<file path="config.mk">
export PLATFORM = sky130hd
export DESIGN_NAME = mem_lsu
export DESIGN_NICKNAME = d
export VERILOG_FILES = /design/src/rtl/mem_lsu_pkg.sv /design/src/rtl/mem_lane_align.sv /design/src/rtl/mem_lsu.sv
export SDC_FILE = /design/constraint.sdc
export NUM_CORES = 1
export LEC_CHECK = 0
export ABC_AREA = 1
export CORE_UTILIZATION = 47
export CTS_CLUSTER_SIZE = 30
export DETAILED_ROUTE_END_ITERATION = 8
export GPL_TIMING_DRIVEN = 0
export HOLD_SLACK_MARGIN = 0.06
export PLACE_DENSITY = 0.82
export SLEW_MARGIN = 10
export SYNTH_ARGS = -nofsm -noshare
export SYNTH_HDL_FRONTEND = slang
export SYNTH_SLANG_ARGS = --single-unit
</file>
<file path="constraint.sdc">
create_clock -name clk -period 5.75 [get_ports clk]
set_input_delay 1.15 -clock clk [delete_from_list [all_inputs] [get_ports clk]]
set_output_delay 1.15 -clock clk [all_outputs]
set_load 0.02 [all_outputs]
</file>
<file path="src/rtl/mem_lsu_pkg.sv">
// Shared definitions for the memory stage: bus widths, memory aluop codes,
// write-back constants and LSU state encodings.
package mem_lsu_pkg;

  localparam int unsigned AluOpBus   = 8;
  localparam int unsigned RegBus     = 32;
  localparam int unsigned RegAddrBus = 5;

  localparam logic [RegBus-1:0] ZeroWord     = '0;
  localparam logic              WriteDisable = 1'b0;

  localparam logic [AluOpBus-1:0] EXE_ADD_OP = 8'b0010_0000;
  localparam logic [AluOpBus-1:0] EXE_LB_OP  = 8'b1110_0000;
  localparam logic [AluOpBus-1:0] EXE_LH_OP  = 8'b1110_0001;
  localparam logic [AluOpBus-1:0] EXE_LW_OP  = 8'b1110_0011;
  localparam logic [AluOpBus-1:0] EXE_LBU_OP = 8'b1110_0100;
  localparam logic [AluOpBus-1:0] EXE_LHU_OP = 8'b1110_0101;
  localparam logic [AluOpBus-1:0] EXE_SB_OP  = 8'b1110_1000;
  localparam logic [AluOpBus-1:0] EXE_SH_OP  = 8'b1110_1001;
  localparam logic [AluOpBus-1:0] EXE_SW_OP  = 8'b1110_1011;

  typedef enum logic [1:0] {IDLE, WAIT, DONE} lsu_state_t;

  function automatic logic is_load_op(input logic [AluOpBus-1:0] op);
    return op inside {EXE_LB_OP, EXE_LH_OP, EXE_LW_OP, EXE_LBU_OP, EXE_LHU_OP};
  endfunction

  function automatic logic is_store_op(input logic [AluOpBus-1:0] op);
    return op inside {EXE_SB_OP, EXE_SH_OP, EXE_SW_OP};
  endfunction

endpackage

</file>
<file path="src/rtl/mem_lane_align.sv">
// Combinational lane logic: load extract/extend, store replicate/byte enables,
// misalignment detect (MEM_MISALIGN_EXC_EN).
module mem_lane_align
  import mem_lsu_pkg::*;
(
  input  logic [AluOpBus-1:0] aluop,
  input  logic [1:0]          addr_lo,
  input  logic [RegBus-1:0]   rt_data,
  input  logic [RegBus-1:0]   rdata,
  output logic                is_load,
  output logic                is_store,
  output logic [3:0]          be,
  output logic [RegBus-1:0]   wdata,
  output logic [RegBus-1:0]   load_data,
  output logic                misaligned
);

  logic [7:0]  byte_sel;
  logic [15:0] half_sel;

  assign is_load  = is_load_op(aluop);
  assign is_store = is_store_op(aluop);

  always_comb begin
    case (addr_lo)
      2'd0:    byte_sel = rdata[7:0];
      2'd1:    byte_sel = rdata[15:8];
      2'd2:    byte_sel = rdata[23:16];
      default: byte_sel = rdata[31:24];
    endcase
    // Halfword lane uses only addr[1], so a stray addr[0] is masked implicitly.
    half_sel = addr_lo[1] ? rdata[31:16] : rdata[15:0];
  end

  always_comb begin
    be        = '0;
    wdata     = ZeroWord;
    load_data = rdata;
    case (aluop)
      EXE_LB_OP:  begin be = 4'b1111; load_data = {{24{byte_sel[7]}}, byte_sel}; end
      EXE_LBU_OP: begin be = 4'b1111; load_data = {24'h0, byte_sel}; end
      EXE_LH_OP:  begin be = 4'b1111; load_data = {{16{half_sel[15]}}, half_sel}; end
      EXE_LHU_OP: begin be = 4'b1111; load_data = {16'h0, half_sel}; end
      EXE_LW_OP:  be = 4'b1111;
      EXE_SB_OP:  begin be = 4'b0001 << addr_lo; wdata = {4{rt_data[7:0]}}; end
      EXE_SH_OP:  begin be = addr_lo[1] ? 4'b1100 : 4'b0011; wdata = {2{rt_data[15:0]}}; end
      EXE_SW_OP:  begin be = 4'b1111; wdata = rt_data; end
      default: ;
    endcase
  end

`ifdef MEM_MISALIGN_EXC_EN
  assign misaligned = ((aluop inside {EXE_LH_OP, EXE_LHU_OP, EXE_SH_OP}) && addr_lo[0]) ||
                      ((aluop inside {EXE_LW_OP, EXE_SW_OP}) && (addr_lo != 2'b00));
`else
  assign misaligned = 1'b0;
`endif

endmodule

</file>
<file path="src/rtl/mem_lsu.sv">
// Memory stage load/store unit: req/ack data bus FSM with timeout, load buffer
// and MEM/WB write-back mux. Optional misalignment trap via MEM_MISALIGN_EXC_EN.
module mem_lsu
  import mem_lsu_pkg::*;
#(
  parameter int unsigned ADDR_W      = 32,
  parameter int unsigned DATA_W      = 32,
  parameter int unsigned BUS_TIMEOUT = 64
) (
  input  logic                  clk,
  input  logic                  rst,
  input  logic [RegAddrBus-1:0] mem_reg_waddr,
  input  logic                  mem_reg_we,
  input  logic [DATA_W-1:0]     mem_reg_wdata,
  input  logic [AluOpBus-1:0]   mem_aluop,
  input  logic [ADDR_W-1:0]     mem_mem_addr,
  input  logic [DATA_W-1:0]     mem_rt_data,
  output logic [RegAddrBus-1:0] wb_reg_waddr,
  output logic                  wb_reg_we,
  output logic [DATA_W-1:0]     wb_reg_wdata,
  output logic                  stallreq_mem,
  output logic                  dbus_req,
  output logic                  dbus_we,
  output logic [ADDR_W-1:0]     dbus_addr,
  output logic [3:0]            dbus_be,
  output logic [DATA_W-1:0]     dbus_wdata,
  input  logic                  dbus_ack,
  input  logic [DATA_W-1:0]     dbus_rdata,
  output logic                  bus_err,
  output logic                  misalign_exc
);

  localparam logic [7:0] TO_LAST = 8'(BUS_TIMEOUT - 1);

  lsu_state_t        state;
  logic [7:0]        cnt;
  logic [DATA_W-1:0] load_buf;
  logic              aborted;
  logic              is_load, is_store, is_mem, misaligned;
  logic [3:0]        lane_be;
  logic [DATA_W-1:0] lane_wdata, load_data;

  mem_lane_align u_align (
    .aluop      (mem_aluop),
    .addr_lo    (mem_mem_addr[1:0]),
    .rt_data    (mem_rt_data),
    .rdata      (load_buf),
    .is_load    (is_load),
    .is_store   (is_store),
    .be         (lane_be),
    .wdata      (lane_wdata),
    .load_data  (load_data),
    .misaligned (misaligned)
  );

  assign is_mem = is_load | is_store;

  always_ff @(posedge clk or negedge rst) begin
    if (!rst) begin
      state        <= IDLE;
      cnt          <= '0;
      load_buf     <= '0;
      aborted      <= 1'b0;
      dbus_req     <= 1'b0;
      dbus_we      <= 1'b0;
      dbus_addr    <= '0;
      dbus_be      <= '0;
      dbus_wdata   <= '0;
      bus_err      <= 1'b0;
      misalign_exc <= 1'b0;
    end else begin
      bus_err      <= 1'b0;
      misalign_exc <= 1'b0;
      case (state)
        IDLE: begin
          if (is_mem && misaligned) begin
            aborted      <= 1'b1;
            misalign_exc <= 1'b1;
            state        <= DONE;
          end else if (is_mem) begin
            dbus_req   <= 1'b1;
            dbus_we    <= is_store;
            dbus_addr  <= {mem_mem_addr[ADDR_W-1:2], 2'b00};
            dbus_be    <= lane_be;
            dbus_wdata <= lane_wdata;
            cnt        <= '0;
            aborted    <= 1'b0;
            state      <= WAIT;
          end
        end
        WAIT: begin
          if (dbus_ack || cnt == TO_LAST) begin
            dbus_req   <= 1'b0;
            dbus_we    <= 1'b0;
            dbus_addr  <= '0;
            dbus_be    <= '0;
            dbus_wdata <= '0;
            state      <= DONE;
            if (dbus_ack) begin
              load_buf <= dbus_rdata;
            end else begin
              bus_err <= 1'b1;
              aborted <= 1'b1;
            end
          end else begin
            cnt <= cnt + 8'd1;
          end
        end
        default: begin
          aborted <= 1'b0;
          state   <= IDLE;
        end
      endcase
    end
  end

  assign stallreq_mem = rst && ((state == IDLE && is_mem) || state == WAIT);

  always_comb begin
    wb_reg_waddr = '0;
    wb_reg_we    = WriteDisable;
    wb_reg_wdata = ZeroWord;
    if (rst) begin
      wb_reg_waddr = mem_reg_waddr;
      wb_reg_wdata = mem_reg_wdata;
      case (state)
        IDLE: wb_reg_we = is_mem ? WriteDisable : mem_reg_we;
        WAIT: wb_reg_we = WriteDisable;
        default: begin
          wb_reg_we = mem_reg_we & is_load & ~aborted;
          if (is_load) wb_reg_wdata = load_data;
        end
      endcase
    end
  end

endmodule

</file>
; After elaboration in Yosys (flattened, before gate mapping)
; Cells that the tools add are included.
[totals]
reg_bits = 114
[op_classes]
n_addsub = 1
n_eq_ne = 16
shifts = 1
muxes = 39
bitwise_logic = 4
n_reduce_logical = 16
[ops]
columns = cell, count
row1 = 32-bit 2-to-1 mux, 6
row2 = 32-bit one-hot mux with 2 select lines, 2
row3 = 32-bit one-hot mux with 4 select lines, 1
row4 = 32-bit one-hot mux with 3 select lines, 1
row5 = 8-bit equality test (second input constant), 8
row6 = 8-bit one-hot mux with 3 select lines, 1
row7 = 16-bit 2-to-1 mux, 1
row8 = 8-bit 2-to-1 mux, 2
row9 = 8-bit one-hot mux with 2 select lines, 1
row10 = 4-bit 2-to-1 mux, 3
row11 = 4-bit one-hot mux with 3 select lines, 1
row12 = 3-bit AND reduction, 4
row13 = 1-bit 2-to-1 mux, 11
row14 = 8-bit by 1-bit adder with 8-bit output (second input constant), 1
row15 = 8-bit by 6-bit equality test with 1-bit output (second input constant), 1
row16 = 2-bit inequality test (second input constant), 4
row17 = 1-bit one-hot mux with 2 select lines, 4
row18 = 4-bit one-hot mux with 2 select lines, 1
row19 = 6-bit OR reduction, 1
row20 = 5-bit 2-to-1 mux, 1
row21 = 5-bit nonzero test, 1
row22 = 2-bit by 1-bit equality test with 1-bit output (second input constant), 2
row23 = 2-bit zero test, 2
row24 = 2-bit 2-to-1 mux, 2
row25 = 12 further kinds, 15

; Logic depth before layout (Yosys ltp)
[logic_depth]
depth_word = 6
depth_mapped = 13
depth_no_buf = 11

; Modules after synthesis
; From an unflattened synthesis, not the netlist that was laid out.
[hier_totals]
hier_cells = 904
hier_area_um2 = 6630.1
[modules_own_cells]
columns = mod, instances, cells_each, area_each_um2, seq_area_each_um2
row1 = mem_lsu, 1, 579, 5102.4, 2827.7
row2 = mem_lane_align, 1, 325, 1527.7, 0.0

; Worst setup path before layout
; Ideal clock, no wire load.
[synth_path]
path_type = in2out
from = input mem_mem_addr[1]
to = output wb_reg_wdata[22]
arrival_time_ps = 2589
setup_slack_ps = 2011
path_stages = 9
n_path_buf = 2
cell_sequence = buf_2 > nor2_2 > nand2_1 > nand2_1 > nand3_1 > nand3_1 > buf_4 > nand3_1 > a21oi_1
[synth_between]
elab_chain_len = 6
elab_cells_between_ends = 9
cone_classes = eq/ne: 2 / mux: 6 / reduce/logical: 1
[synth_lines]
columns = item, line
row1 = from (decl), mem_lsu.sv:16  ; input logic [ADDR_W-1:0] mem_mem_addr,
row2 = 2-bit equality test (tied with other cells), mem_lane_align.sv:25  ; case (addr_lo)
row3 = 8-bit one-hot mux with 3 select lines, mem_lane_align.sv:25
row4 = 32-bit one-hot mux with 4 select lines (*), mem_lane_align.sv:39  ; case (aluop)
row5 = 32-bit 2-to-1 mux (*), mem_lsu.sv:131  ; if (is_load) wb_reg_wdata = load_data;
row6 = 32-bit 2-to-1 mux (*), mem_lsu.sv:126  ; case (state)
row7 = 32-bit 2-to-1 mux (*), mem_lsu.sv:123  ; if (rst) begin
row8 = to (decl), mem_lsu.sv:20  ; output logic [DATA_W-1:0] wb_reg_wdata,
; Every way passes the cells marked *; elsewhere a longest branch is shown, timed or not.

; Final worst setup path
[layout_path]
from = input mem_mem_addr[0]
to = output wb_reg_wdata[20]
[layout_between]
elab_chain_len = 6
elab_cells_between_ends = 8
cone_classes = eq/ne: 2 / mux: 5 / reduce/logical: 1
[layout_lines]
columns = item, line
row1 = 2-bit equality test (tied with other cells), mem_lane_align.sv:25
row2 = 8-bit one-hot mux with 3 select lines (*), mem_lane_align.sv:25
row3 = 32-bit one-hot mux with 4 select lines (*), mem_lane_align.sv:39
row4 = 32-bit 2-to-1 mux (*), mem_lsu.sv:131
row5 = 32-bit 2-to-1 mux (*), mem_lsu.sv:126
row6 = 32-bit 2-to-1 mux (*), mem_lsu.sv:123
; Marks and branches as above.

==> results_dict.tcl <==
set metrics [dict create \
    outcome "finished, final reports clean" \
    min_from "aborted" \
    grtUsageMet2_pct 50.8 \
    rsz0062_at_grt "no" \
    synthDominantCellAreaShare_pct 44.7 \
    crit_slowest_cell "clkdlybuf4s50_1" \
    post-synth-top-count-cell "nand2_1" \
    initial_core_util_pct 48.9 \
    cts_resized 0 \
    via_per_inst 5.10 \
    rr_startpoint "state[1]" \
    holdPathEnd "aborted" \
    synth_cell_types 32 \
    setup_violations 0 \
    ys_seq_area_share_pct 44.7 \
    area_delta_synth_final_pct 49.5 \
    fillers 1038 \
    drt-total-wl_um 20600 \
    fp-row-count 41 \
    dp_hpwl_um 15500 \
    grt_pass1_wl_um 33600 \
    vias 6901 \
    die_y_um 118 \
    rrSetupSlack_ns 3.50 \
    clk_pin_slew_worst_paths_ns 0.07 \
    cp.arrival_ns 3.85 \
    synth.top_cells.by_area "dfrtp_1, nand2_1, nand3_1" \
    ctsHtreeMaxLevel 3 \
    cts_tree "done" \
    finalCritPeriodShare_pct 86.9 \
    finalHoldViolCount 0 \
    fin_hold_ws_ns 0.471 \
    postPlaceCellArea_mm2 0.00904 \
    overflow 0 \
    synth_common_cells "nand2_1, dfrtp_1, nor2_1, nand3_1, a21oi_1" \
    io_buffers 251 \
    gp_congestion 0.991 \
    yosysTopAreaCell "dfrtp_1" \
    grt_max_degree 75 \
    end_kind "output pin" \
    r2r_cells 7 \
    grt_pass1_vias 6646 \
    detail-route-antenna-nets 0 \
    cellLeakagePower_nw 4.67 \
    cp_slowest_stage_delay_ns 0.64 \
    antenna_cells 0 \
    fin_crit_ns 5.00 \
    syn-instance-count 912 \
    avgSynthCellArea_um2 6.88 \
    postSynthRegisterBits 112 \
    post-cts-setup-buffer-count 0 \
    path_max_fanout 10 \
    route.detailed.wl_per_inst_um 15.2 \
    p_total_mw 2.35 \
    dr.pass1.iters 7 \
    met1_usage_pct 39.8 \
    worst_slew_margin_rel_pct 46.1 \
    hp-class "reg2reg" \
    dr.first_iter.drc_count 778 \
    r2r-end "load_buf[19]" \
    die_x_um 118 \
    finalMaxSlewViolations 0 \
    hold_buffers 0 \
    drive_above_1_share_pct 7.02 \
    stdcell_count 1354 \
    dieArea_mm2 0.0138 \
    setup.worst_path.start_class "primary input" \
    io_pins 256 \
    busiest_layer "met2" \
    synth_edf_count 0 \
    ys_warn_count 0 \
    clock_path_buffers 2 \
    antenna_found_initial 0 \
    yosys_most_used_dff "dfrtp_1" \
    ir_worst_vdd_mv 0.190 \
    use_met3_pct 6.20 \
    powerDensity_mw_per_mm2 251 \
    fmax_mhz 200 \
    numCtsBuffers 9 \
    postSynth.asyncResetShare_pct 100 \
    cap_violations 0 \
    clockRootBuffer "clkbuf_16" \
    finalInstanceArea_mm2 0.00938 \
    worstMarginPinSlew_ns 0.806 \
    skew_ns 0.00716 \
    critPathKind "in2out" \
    grt.total_usage_pct 30.8 \
    worstPathRequired_ns 4.60 \
    critical_path.cell_chain "clkdlybuf4s50_1 > clkinv_1 > nand2_1 > nand2_1 > nand2_1 > nand3_1 > nand3_1 > buf_4 > nand3_1 > a21oi_1 > clkdlybuf4s50_1" \
    final_util_pct 73.1 \
    coreArea_mm2 0.0128 \
    syn_area_mm2 0.00627 \
    numClockSinks 112 \
    finalNetCount 1323 \
    drc 0 \
    worstSkewPairLatency_ns 0.36 \
    dp_cells 1338 \
    hold_depth 2 \
]
==> power by group <==
part | switching [mW] | internal, mW | leakage (nW) | total (mW)
Sequential | 0.0917 | 0.912 | 1.50 | 1.00
Combinational | 0.333 | 0.305 | 3.01 | 0.638
Clock | 0.312 | 0.401 | 0.162 | 0.713
Total | 0.736 | 1.62 | 4.67 | 2.35
==> metrics by stage <==
| step | TNS, ns | setup WS (ns) |
|---|---|---|
| after floorplan | 0 | 2.01 |
| after global placement | -221.09 | -3.35 |
| after detailed placement | 0 | 0.783 |
| after CTS | 0 | 0.761 |
| after global routing | 0 | 0.580 |
| final | 0 | 0.752 |
==> routing by layer <==
| metal | vias up | wire [um] |
|---|---|---|
| met5 | - | 0 |
| met4 | 0 | 687 |
| met2 | 374 | 9650 |
| met3 | 56 | 1810 |
| met1 | 3104 | 8460 |
| li1 | 3367 | - |
==> logic make-up after synthesis <==
family,after synthesis,synth area share (%)
flops,112,44.7
fa+ha+maj,1,0.199
buf+inv,89,6.64
simple gates,624,40.6
xor+xnor,5,0.698
other cells,1,0.0598
compound gates,80,7.18
==> worst max-delay path: cells and delay by family <==
family | cells | cell delay, ns
buffers and inverters | 4 | 1.73
AND/OR/NAND/NOR | 6 | 0.82
AO/OA/AOI/OAI | 1 | 0.15
==> layout make-up <==
| cell class | instances | area (um2) | area share [%] |
|---|---|---|---|
| Multi-Input combinational cell | 713 | 3060 | 32.7 |
| Clock inverter | 6 | 101 | 1.08 |
| Clock buffer | 10 | 239 | 2.55 |
| Timing Repair Buffer | 252 | 2540 | 27.1 |
| Sequential cell | 112 | 2800 | 29.9 |
| Buffer | 45 | 251 | 2.68 |
| Inverter | 44 | 165 | 1.76 |
| Tap cell | 172 | 215 | 2.29 |
==> worst max-delay path by stage <==
stage                     from  depth (start not counted)                to
2_1_floorplan  mem_mem_addr[1]                          9  wb_reg_wdata[22]
3_3_place_gp               rst                          5  wb_reg_wdata[16]
3_5_place_dp      mem_aluop[0]                         12  wb_reg_wdata[16]
4_1_cts           mem_aluop[0]                         12  wb_reg_wdata[16]
5_1_grt           mem_aluop[0]                         12  wb_reg_wdata[16]
6_report       mem_mem_addr[0]                         11  wb_reg_wdata[20]
==> registers in the layout (all words and copies together) (netlist names) <==
| register | flops |
|---|---|
| dbus_req | 1 |
| cnt | 8 |
| aborted | 1 |
| dbus_we | 1 |
| state | 2 |
| load_buf | 32 |
| dbus_wdata | 32 |
| bus_err | 1 |
| dbus_be | 4 |
| dbus_addr | 30 |
==> layout by cell type (no fill, tap or decap), types with 9 or more instances in the layout <==
cell               n
nand3_1           49
nor2_1            54
or2_2             16
clkbuf_1          11
clkbuf_16          9
dfrtp_1          112
nand2_1          485
buf_2             21
o21ai_0           24
inv_1             38
a21oi_1           40
clkdlybuf4s50_1  250
No activity file was read; power rests on OpenSTA's default activity.
